`src/rtl/hpdcache_sram_wbe_req_ctrl_pkg.sv`:
```
`default_nettype none
// ============================================================================
// Module      : hpdcache_sram_wbe_req_ctrl_pkg
// Description : Shared helpers for the SRAM request controller and its FIFO.
// Revision    : 1.0 - initial release
// ============================================================================
package hpdcache_sram_wbe_req_ctrl_pkg;

  // Modulo increment that works for any depth, not only powers of two
  function automatic int unsigned wrap_inc(input int unsigned ptr,
                                           input int unsigned depth);
    return ((ptr + 32'd1) >= depth) ? 32'd0 : (ptr + 32'd1);
  endfunction

endpackage
`default_nettype wire

```
`src/rtl/hpdcache_sram_rsp_fifo.sv`:
```
`default_nettype none
// ============================================================================
// Module      : hpdcache_sram_rsp_fifo
// Description : Parameterised register FIFO holding read responses.
// Revision    : 1.0 - initial release
// ============================================================================
module hpdcache_sram_rsp_fifo
  import hpdcache_sram_wbe_req_ctrl_pkg::*;
#(
  parameter int unsigned WIDTH = 64,
  parameter int unsigned DEPTH = 2,
  localparam int unsigned PTR_W = (DEPTH > 1) ? $clog2(DEPTH) : 1,
  localparam int unsigned CNT_W = $clog2(DEPTH + 1)
) (
  input  logic             clk,
  input  logic             rst,
  input  logic             push,
  input  logic             pop,
  input  logic [WIDTH-1:0] wdata,
  output logic [WIDTH-1:0] rdata,
  output logic             empty,
  output logic             full,
  output logic [CNT_W-1:0] count
);

  logic [WIDTH-1:0] r_mem [DEPTH];
  logic [PTR_W-1:0] r_wr_ptr;
  logic [PTR_W-1:0] r_rd_ptr;
  logic [CNT_W-1:0] r_count;

  assign empty = (r_count == '0);
  assign full  = (r_count == CNT_W'(DEPTH));
  assign count = r_count;
  assign rdata = r_mem[r_rd_ptr];

  always_ff @(posedge clk or posedge rst) begin
    if (rst) begin
      r_wr_ptr <= '0;
      r_rd_ptr <= '0;
      r_count  <= '0;
    end else begin
      if (push) begin
        r_wr_ptr <= PTR_W'(wrap_inc(32'(r_wr_ptr), DEPTH));
      end
      if (pop) begin
        r_rd_ptr <= PTR_W'(wrap_inc(32'(r_rd_ptr), DEPTH));
      end
      case ({push, pop})
        2'b10:   r_count <= r_count + CNT_W'(1);
        2'b01:   r_count <= r_count - CNT_W'(1);
        default: r_count <= r_count;
      endcase
    end
  end

  // Storage needs no reset: the count alone defines which entries are live
  always_ff @(posedge clk) begin
    if (push) begin
      r_mem[r_wr_ptr] <= wdata;
    end
  end

endmodule
`default_nettype wire

```
`src/rtl/hpdcache_sram_wbe_req_ctrl.sv`:
```
`default_nettype none
// ============================================================================
// Module      : hpdcache_sram_wbe_req_ctrl
// Description : Valid/ready request front-end for a 1RW byte-enable SRAM with
//               credit-gated, in-order read responses.
// Revision    : 1.0 - initial release
// ============================================================================
module hpdcache_sram_wbe_req_ctrl
  import hpdcache_sram_wbe_req_ctrl_pkg::*;
#(
  parameter int unsigned ADDR_SIZE = 6,
  parameter int unsigned DATA_SIZE = 64,
  parameter int unsigned RSP_DEPTH = 2
) (
  input  logic                   clk,
  input  logic                   rst,
  input  logic                   req_valid_i,
  output logic                   req_ready_o,
  input  logic                   req_we_i,
  input  logic [ADDR_SIZE-1:0]   req_addr_i,
  input  logic [DATA_SIZE-1:0]   req_wdata_i,
  input  logic [DATA_SIZE/8-1:0] req_wbe_i,
  output logic                   rsp_valid_o,
  input  logic                   rsp_ready_i,
  output logic [DATA_SIZE-1:0]   rsp_rdata_o,
  output logic                   sram_cs_o,
  output logic                   sram_we_o,
  output logic [ADDR_SIZE-1:0]   sram_addr_o,
  output logic [DATA_SIZE-1:0]   sram_wdata_o,
  output logic [DATA_SIZE/8-1:0] sram_wbyteenable_o,
  input  logic [DATA_SIZE-1:0]   sram_rdata_i
);

  localparam int unsigned OCC_W = $clog2(RSP_DEPTH + 1);

  logic                 r_rd_inflight;
  logic                 w_req_fire;
  logic                 w_rd_fire;
  logic                 w_push;
  logic                 w_pop;
  logic                 w_fifo_empty;
  logic                 w_fifo_full;
  logic [OCC_W-1:0]     w_fifo_count;
  logic [OCC_W-1:0]     w_occupancy;
  logic [DATA_SIZE-1:0] w_fifo_rdata;

  // A read holds its credit from acceptance until its response is popped
  assign w_occupancy = w_fifo_count + OCC_W'(r_rd_inflight);
  assign req_ready_o = req_we_i | (w_occupancy < OCC_W'(RSP_DEPTH));
  assign w_req_fire  = req_valid_i & req_ready_o;
  assign w_rd_fire   = w_req_fire & ~req_we_i;

  assign sram_cs_o          = w_req_fire;
  assign sram_we_o          = req_we_i;
  assign sram_addr_o        = req_addr_i;
  assign sram_wdata_o       = req_wdata_i;
  assign sram_wbyteenable_o = req_we_i ? req_wbe_i : '0;

  always_ff @(posedge clk or posedge rst) begin
    if (rst) begin
      r_rd_inflight <= 1'b0;
    end else begin
      r_rd_inflight <= w_rd_fire;
    end
  end

  // SRAM data bypasses the FIFO only when nothing older is queued
  assign rsp_valid_o = r_rd_inflight | ~w_fifo_empty;
  assign rsp_rdata_o = w_fifo_empty ? sram_rdata_i : w_fifo_rdata;
  assign w_pop       = ~w_fifo_empty & rsp_ready_i;
  assign w_push      = r_rd_inflight & ~(w_fifo_empty & rsp_ready_i);

  hpdcache_sram_rsp_fifo #(
    .WIDTH (DATA_SIZE),
    .DEPTH (RSP_DEPTH)
  ) u_rsp_fifo (
    .clk   (clk),
    .rst   (rst),
    .push  (w_push & ~w_fifo_full),
    .pop   (w_pop),
    .wdata (sram_rdata_i),
    .rdata (w_fifo_rdata),
    .empty (w_fifo_empty),
    .full  (w_fifo_full),
    .count (w_fifo_count)
  );

endmodule
`default_nettype wire

```
`config.mk`:
```
export PLATFORM = sky130hd
export DESIGN_NAME = hpdcache_sram_wbe_req_ctrl
export DESIGN_NICKNAME = d
export VERILOG_FILES = /design/src/rtl/hpdcache_sram_wbe_req_ctrl_pkg.sv /design/src/rtl/hpdcache_sram_rsp_fifo.sv /design/src/rtl/hpdcache_sram_wbe_req_ctrl.sv
export SDC_FILE = /design/constraint.sdc
export NUM_CORES = 1
export LEC_CHECK = 0
export ABC_AREA = 1
export ABC_CLOCK_PERIOD_IN_PS = 5000
export CELL_PAD_IN_SITES_DETAIL_PLACEMENT = 1
export CELL_PAD_IN_SITES_GLOBAL_PLACEMENT = 2
export CORE_ASPECT_RATIO = 1.25
export CORE_UTILIZATION = 26
export DETAILED_ROUTE_END_ITERATION = 6
export PLACE_DENSITY = 0.92
export SLEW_MARGIN = 10
export SYNTH_ARGS = -nofsm -noshare
export SYNTH_HDL_FRONTEND = slang
export SYNTH_HIERARCHICAL = 1
export SYNTH_SLANG_ARGS = --single-unit
```
`constraint.sdc`:
```
create_clock -name clk -period 5 [get_ports clk]
set_input_delay 1.5 -clock clk [delete_from_list [all_inputs] [get_ports clk]]
set_output_delay 1.5 -clock clk [all_outputs]
set_load 0.05 [all_outputs]
```
==> flow_metrics.env <==
export IMPL_post_cts_buffers=0
export IMPL_ir_worst_vdd_mv=0.3784
export IMPL_tns_ps=0
export IMPL_cap_violations=0
export IMPL_ys_ff_latch=133
export IMPL_drt_iter0_drc=157
export IMPL_switching_share_pct=42.89
export IMPL_io_buffers=152
export IMPL_nNetsFinal=769
export IMPL_setup_ws_ps=374.6
export IMPL_powerDensity_mw_per_mm2=672.9
export IMPL_worst_setup_path_end_kind="output port"
export IMPL_finalCoreUtilization_pct=34.16
export IMPL_pin_count=293
export IMPL_tritoncts="built"
export IMPL_crit_fanout=10
export IMPL_clock_root_buffer="clkbuf_16"
export IMPL_fin_cells=964
export IMPL_combPwrFrac_pct=53.4
export IMPL_clkTransAtPathRegs_ps=60
export IMPL_rsz0062_at_grt="false"
export IMPL_syn_area_per_cell_um2=12.20
export IMPL_synth_cell_types=19
export IMPL_relSlewSlack_pct=63.05
export IMPL_drive_gt1_share_pct=15.62
export IMPL_place_inst=932
export IMPL_postCtsHoldBufs=0
export IMPL_dieArea_mm2=0.02580
export IMPL_setup_viol=0
export IMPL_placed_area_mm2=0.007826
export IMPL_hold_path_class="reg -> reg"
export IMPL_clock_skew_ps=8.896
export IMPL_grt_max_degree=69
export IMPL_cts_buffers=17
export IMPL_nFillCells=2685
export IMPL_routedWlPerCell_um=13.79
export IMPL_path_class="in -> out"
export IMPL_stdcell_area_mm2=0.008398
export IMPL_place_ws_ps=355.9
export IMPL_hpwl_um=8671
export IMPL_netlist_area_leader_share_pct=58.76
export IMPL_power_switching_mw=2.424
export IMPL_die_h_um=179.3
export IMPL_synthCells=536
export IMPL_cts_resized=0
export IMPL_core_area_mm2=0.02458
export IMPL_power_frac_clock_pct=21.4
export IMPL_firstDrtPassIters=4
export IMPL_drt_antenna_violating_nets=0
export IMPL_clkLatencyLatePin_ps=420
export IMPL_seq_power_share_pct=25.2
export IMPL_drv_slew=0
export IMPL_wirelength_um=13300
export IMPL_cts_htree_levels=4
export IMPL_synthToLayoutAreaGrowth_pct=28.39
export IMPL_synth_area_leader_cell="edfxtp_1"
export IMPL_insertedDiodeCount=0
export IMPL_fmax_ghz=0.2162
export IMPL_seq_area_frac_synth_pct=60.67
export IMPL_overflow=0
export IMPL_vias=3895
export IMPL_place_congestion=0.6784
export IMPL_synth_area_leaders="edfxtp_1, buf_4, mux2_2, inv_1, nand2_1"
export IMPL_outcome="completed"
export IMPL_intPower_mw=3.227
export IMPL_max_slew_worst_pin_slew_ps=554.2
export IMPL_cts_buffer_depth=2
export IMPL_finalCritPeriodShare_pct=92.51
export IMPL_initial_core_util_pct=26.61
export IMPL_p_leak_nw=3.241
export IMPL_cts_sinks=133
export IMPL_worstPathRequired_ps=3500
export IMPL_grt_usage_pct=10.84
export IMPL_syn_num_nets=684
export IMPL_cp_start_kind="primary input"
export IMPL_cp_arrival_ps=3130
export IMPL_grt_pass1_wl_um=20780
export IMPL_std_cell_rows=64
export IMPL_grt_pass1_vias=4186
export IMPL_synth_warnings=6
export IMPL_hold_viol_final=0
export IMPL_die_w_um=143.9
export IMPL_viasPerCell=4.040
export IMPL_drt_drc_violations_left=0
export IMPL_period_needed_ps=4625
export IMPL_antenna_found_initial=0
export IMPL_syn_cell_area_mm2=0.006541
-- Yosys cell counts --
master    number
edfxtp_1     128
inv_1         86
nand2_1       82
buf_4         74
o21ai_0       52
mux2_2        37
mux2_4        20
buf_6         14
o21ai_1       12
mux2_1         7
buf_2          5
dfrtp_1        5
nand3_1        4
nor2_1         4
xor2_1         2
a211oi_1       1
ha_1           1
nand4_1        1
xnor2_1        1
-- kinds of logic (layout without fill, tap and decap cells) --
kind of cell	after synthesis	in the layout	share of synthesized area [%]
xor+xnor	3	3	0.4018
buf+inv	179	277	16.22
mux	64	64	12.17
fa+ha+maj	1	1	0.1912
flops	133	133	60.67
compound gates	65	65	5.012
simple gates	91	91	5.337
-- metrics by stage --
stage | hold WS (ps) | total power [mW]
after CTS | 553.2 | 5.751
after global routing | 568.6 | 5.935
after floorplan | 481.0 | 3.843
after global placement | 528.4 | 4.477
after detailed placement | 540.7 | 4.503
final | 552.4 | 5.651
-- layout make-up --
class | instances | area (um^2) | area share [%]
clock buffers | 23 | 467.9 | 5.572
clock inverters | 9 | 103.9 | 1.237
inverters | 86 | 322.8 | 3.844
multi-input cells | 224 | 1526 | 18.18
flip-flops and latches | 133 | 3973 | 47.30
well taps | 330 | 412.9 | 4.917
repair buffers | 159 | 1592 | 18.95
-- flip-flops by register name, indices dropped and copies added, names as in the netlist --
register             cells
u_rsp_fifo/r_mem       128
u_rsp_fifo/r_rd_ptr      1
u_rsp_fifo/r_wr_ptr      1
r_rd_inflight            1
u_rsp_fifo/count         2
-- worst max-delay path: stages --
cell and delay, ps:
clkdlybuf4s50_1 660, nand2_1 100, inv_1 70, clkdlybuf4s50_1 790
-- power by group through the flow --
stage | registers [mW] | clock network, mW | logic, mW
after global routing | 1.44 | 1.30 | 3.20
after CTS | 1.43 | 1.26 | 3.07
final | 1.42 | 1.21 | 3.02
after floorplan | 1.43 | 0 | 2.41
after global placement | 1.44 | 0 | 3.04
after detailed placement | 1.45 | 0 | 3.06
-- cells in the final DEF (no fill, tap or decap), drive strengths merged, types with 4 or more instances in the layout --
cell type and count:
clkdlybuf4s50 149, edfxtp 128, inv 86, nand2 82, o21ai 64, mux2 64
clkbuf 23, buf 10, clkinv 5, dfrtp 5, nand3 4, nor2 4
-- layer usage --
metal / up-vias / global-route usage [%] / wire length [um]
met5: - / 0 / 0
met4: 0 / 6.383 / 378
met3: 33 / 2.711 / 565
met2: 102 / 19.73 / 6983
met1: 1877 / 11.20 / 5370
li1: 1883 / - / -
-- worst paths after layout --
kind	startpoint	to	slack (ps)	depth (start not counted)
min reg2reg	u_rsp_fifo/r_wr_ptr	u_rsp_fifo/r_wr_ptr	550	1
max reg2reg	u_rsp_fifo/count[0]	u_rsp_fifo/r_mem[0][60]	2640	6
max	req_we_i	sram_wbyteenable_o[2]	370	4
min in group asynchronous	rst	r_rd_inflight	1250	2
min	u_rsp_fifo/r_wr_ptr	u_rsp_fifo/r_wr_ptr	550	1
max in group asynchronous	rst	u_rsp_fifo/r_rd_ptr	3500	2
(Power assumes the default switching activity.)
==> variant, RTL diff (config.mk and constraints unchanged) <==
Set the parameter `DATA_SIZE` to 128 (it was 64).
--- a/src/rtl/hpdcache_sram_wbe_req_ctrl.sv
+++ b/src/rtl/hpdcache_sram_wbe_req_ctrl.sv
@@ -11,3 +11,3 @@
   parameter int unsigned ADDR_SIZE = 6,
-  parameter int unsigned DATA_SIZE = 64,
+  parameter int unsigned DATA_SIZE = 128,
   parameter int unsigned RSP_DEPTH = 2
Ports: changed (6 resized); port bits go from 293 to 565. The function was not compared with the original's and may differ.
==> variant against the unedited design <==
  * Design area grew 94%
  * Power grew 95%
  * Sequential cell count grew 128
  * Die area grew 95%
  * Clock skew grew 11 ps
  * Critical path depth shrank 1
  * Fmax grew 2.2%
  * Cell count grew 92%
  * Routed wire length grew to 2.7 times the old value
  * Synthesized area grew 96%
  * Synthesized cell count grew 91%
  * Worst setup slack gained 100 ps
  * Largest cell class unchanged
  * Largest power group unchanged
==> variant: results (changes against the unedited design) <==
Synthesis
The share of async-settable or async-resettable flops after synthesis is 1.92% (-1.8 points). The adder and majority cell fraction of the synthesized area came to 0.0976% (-0.094 points). The complex-gate fraction of the synthesized area came to 5.06% (+0.046 points). After synthesis, the most frequently instantiated cells are 256 x edfxtp_1, 158 x inv_1, 154 x nand2_1. The sequential-to-total area share from yosys stat is 61.0% (+0.29 points). The number of enable flip-flop cells after synthesis is 256 (+100%). The post-synth net total is 1307 (+91%).

Route
The detailed route wirelength on metal3 is 4.04 mm (+620%). The via count normalized by instance count is 4.22 (+4.5%). The violation count after the first detailed-routing iteration is 343 (+120%). The highest routed metal layer is met5. The total detailed-routing wirelength is 36.6 mm (+170%).

Critical path
The slack of the worst reg-to-reg path came to 2410 ps (-230 ps). The end of the worst register-to-register path is u_rsp_fifo/r_mem[1][61]$_DFFE_PP_. The launch point of the critical path is sram_rdata_i[108].

Finish
The final layout net count is 1466 (+91%). The number of flip-flops under the largest register name was 256 (+100%).

Global route
The first-pass GRT wire length was 53.5 mm (+160%). The global-route usage over all layers came to 14.1% (+3.3 points). The met1 track utilization from global routing is 12.2% (+1.0 points). The largest net degree at the start of global routing is 137 (+99%).

The met3 capacity usage during global routing is 6.54% (+3.8 points).

CTS
The number of H-tree levels was 1 (-3). The insertion delay of the later-clocked pin in the worst-skew pair is 570 ps (+150 ps). The buffer levels on the longest clock path is 3 (+1).

Place
The number of port buffers is 296 (+95%). The post-detailed-placement half-perimeter wirelength was 26.9 mm (+210%).

Status
The run finished with clean final reports.
variant: changes by cell type in the layout (fill, tap and decap cells not counted), sizes merged, moves of 9 or more:
cell,change
buf,+25
clkbuf,+11
clkdlybuf4s50,+124
clkinv,+9
edfxtp,+128
inv,+73
mux2,+64
nand2,+72
o21ai,+64
variant: area by class of cell:
class,instances,area [sq um]
Antenna cell,1,2.50
Clock buffer,34,744
Clock inverter,17,134
Fill cell,5251,32100
Inverter,158,598
Multi-Input combinational cell,424,3090
Sequential cell,261,7820
Tap cell,644,806
Timing Repair Buffer,308,3110
variant: per-stage QoR:
| step | std cells | setup slack (ps) |
|---|---|---|
| after floorplan | 1023 | 78.1 |
| after global placement | 1795 | 492 |
| after detailed placement | 1795 | 479 |
| after CTS | 1846 | 451 |
| after global routing | 1847 | 411 |
| final | 1847 | 475 |
variant: power breakdown:
group          switching (mW)  internal (mW)
Clock                   0.849           1.16
Combinational            3.92           2.32
Sequential              0.103           2.68
Total                    4.87           6.16
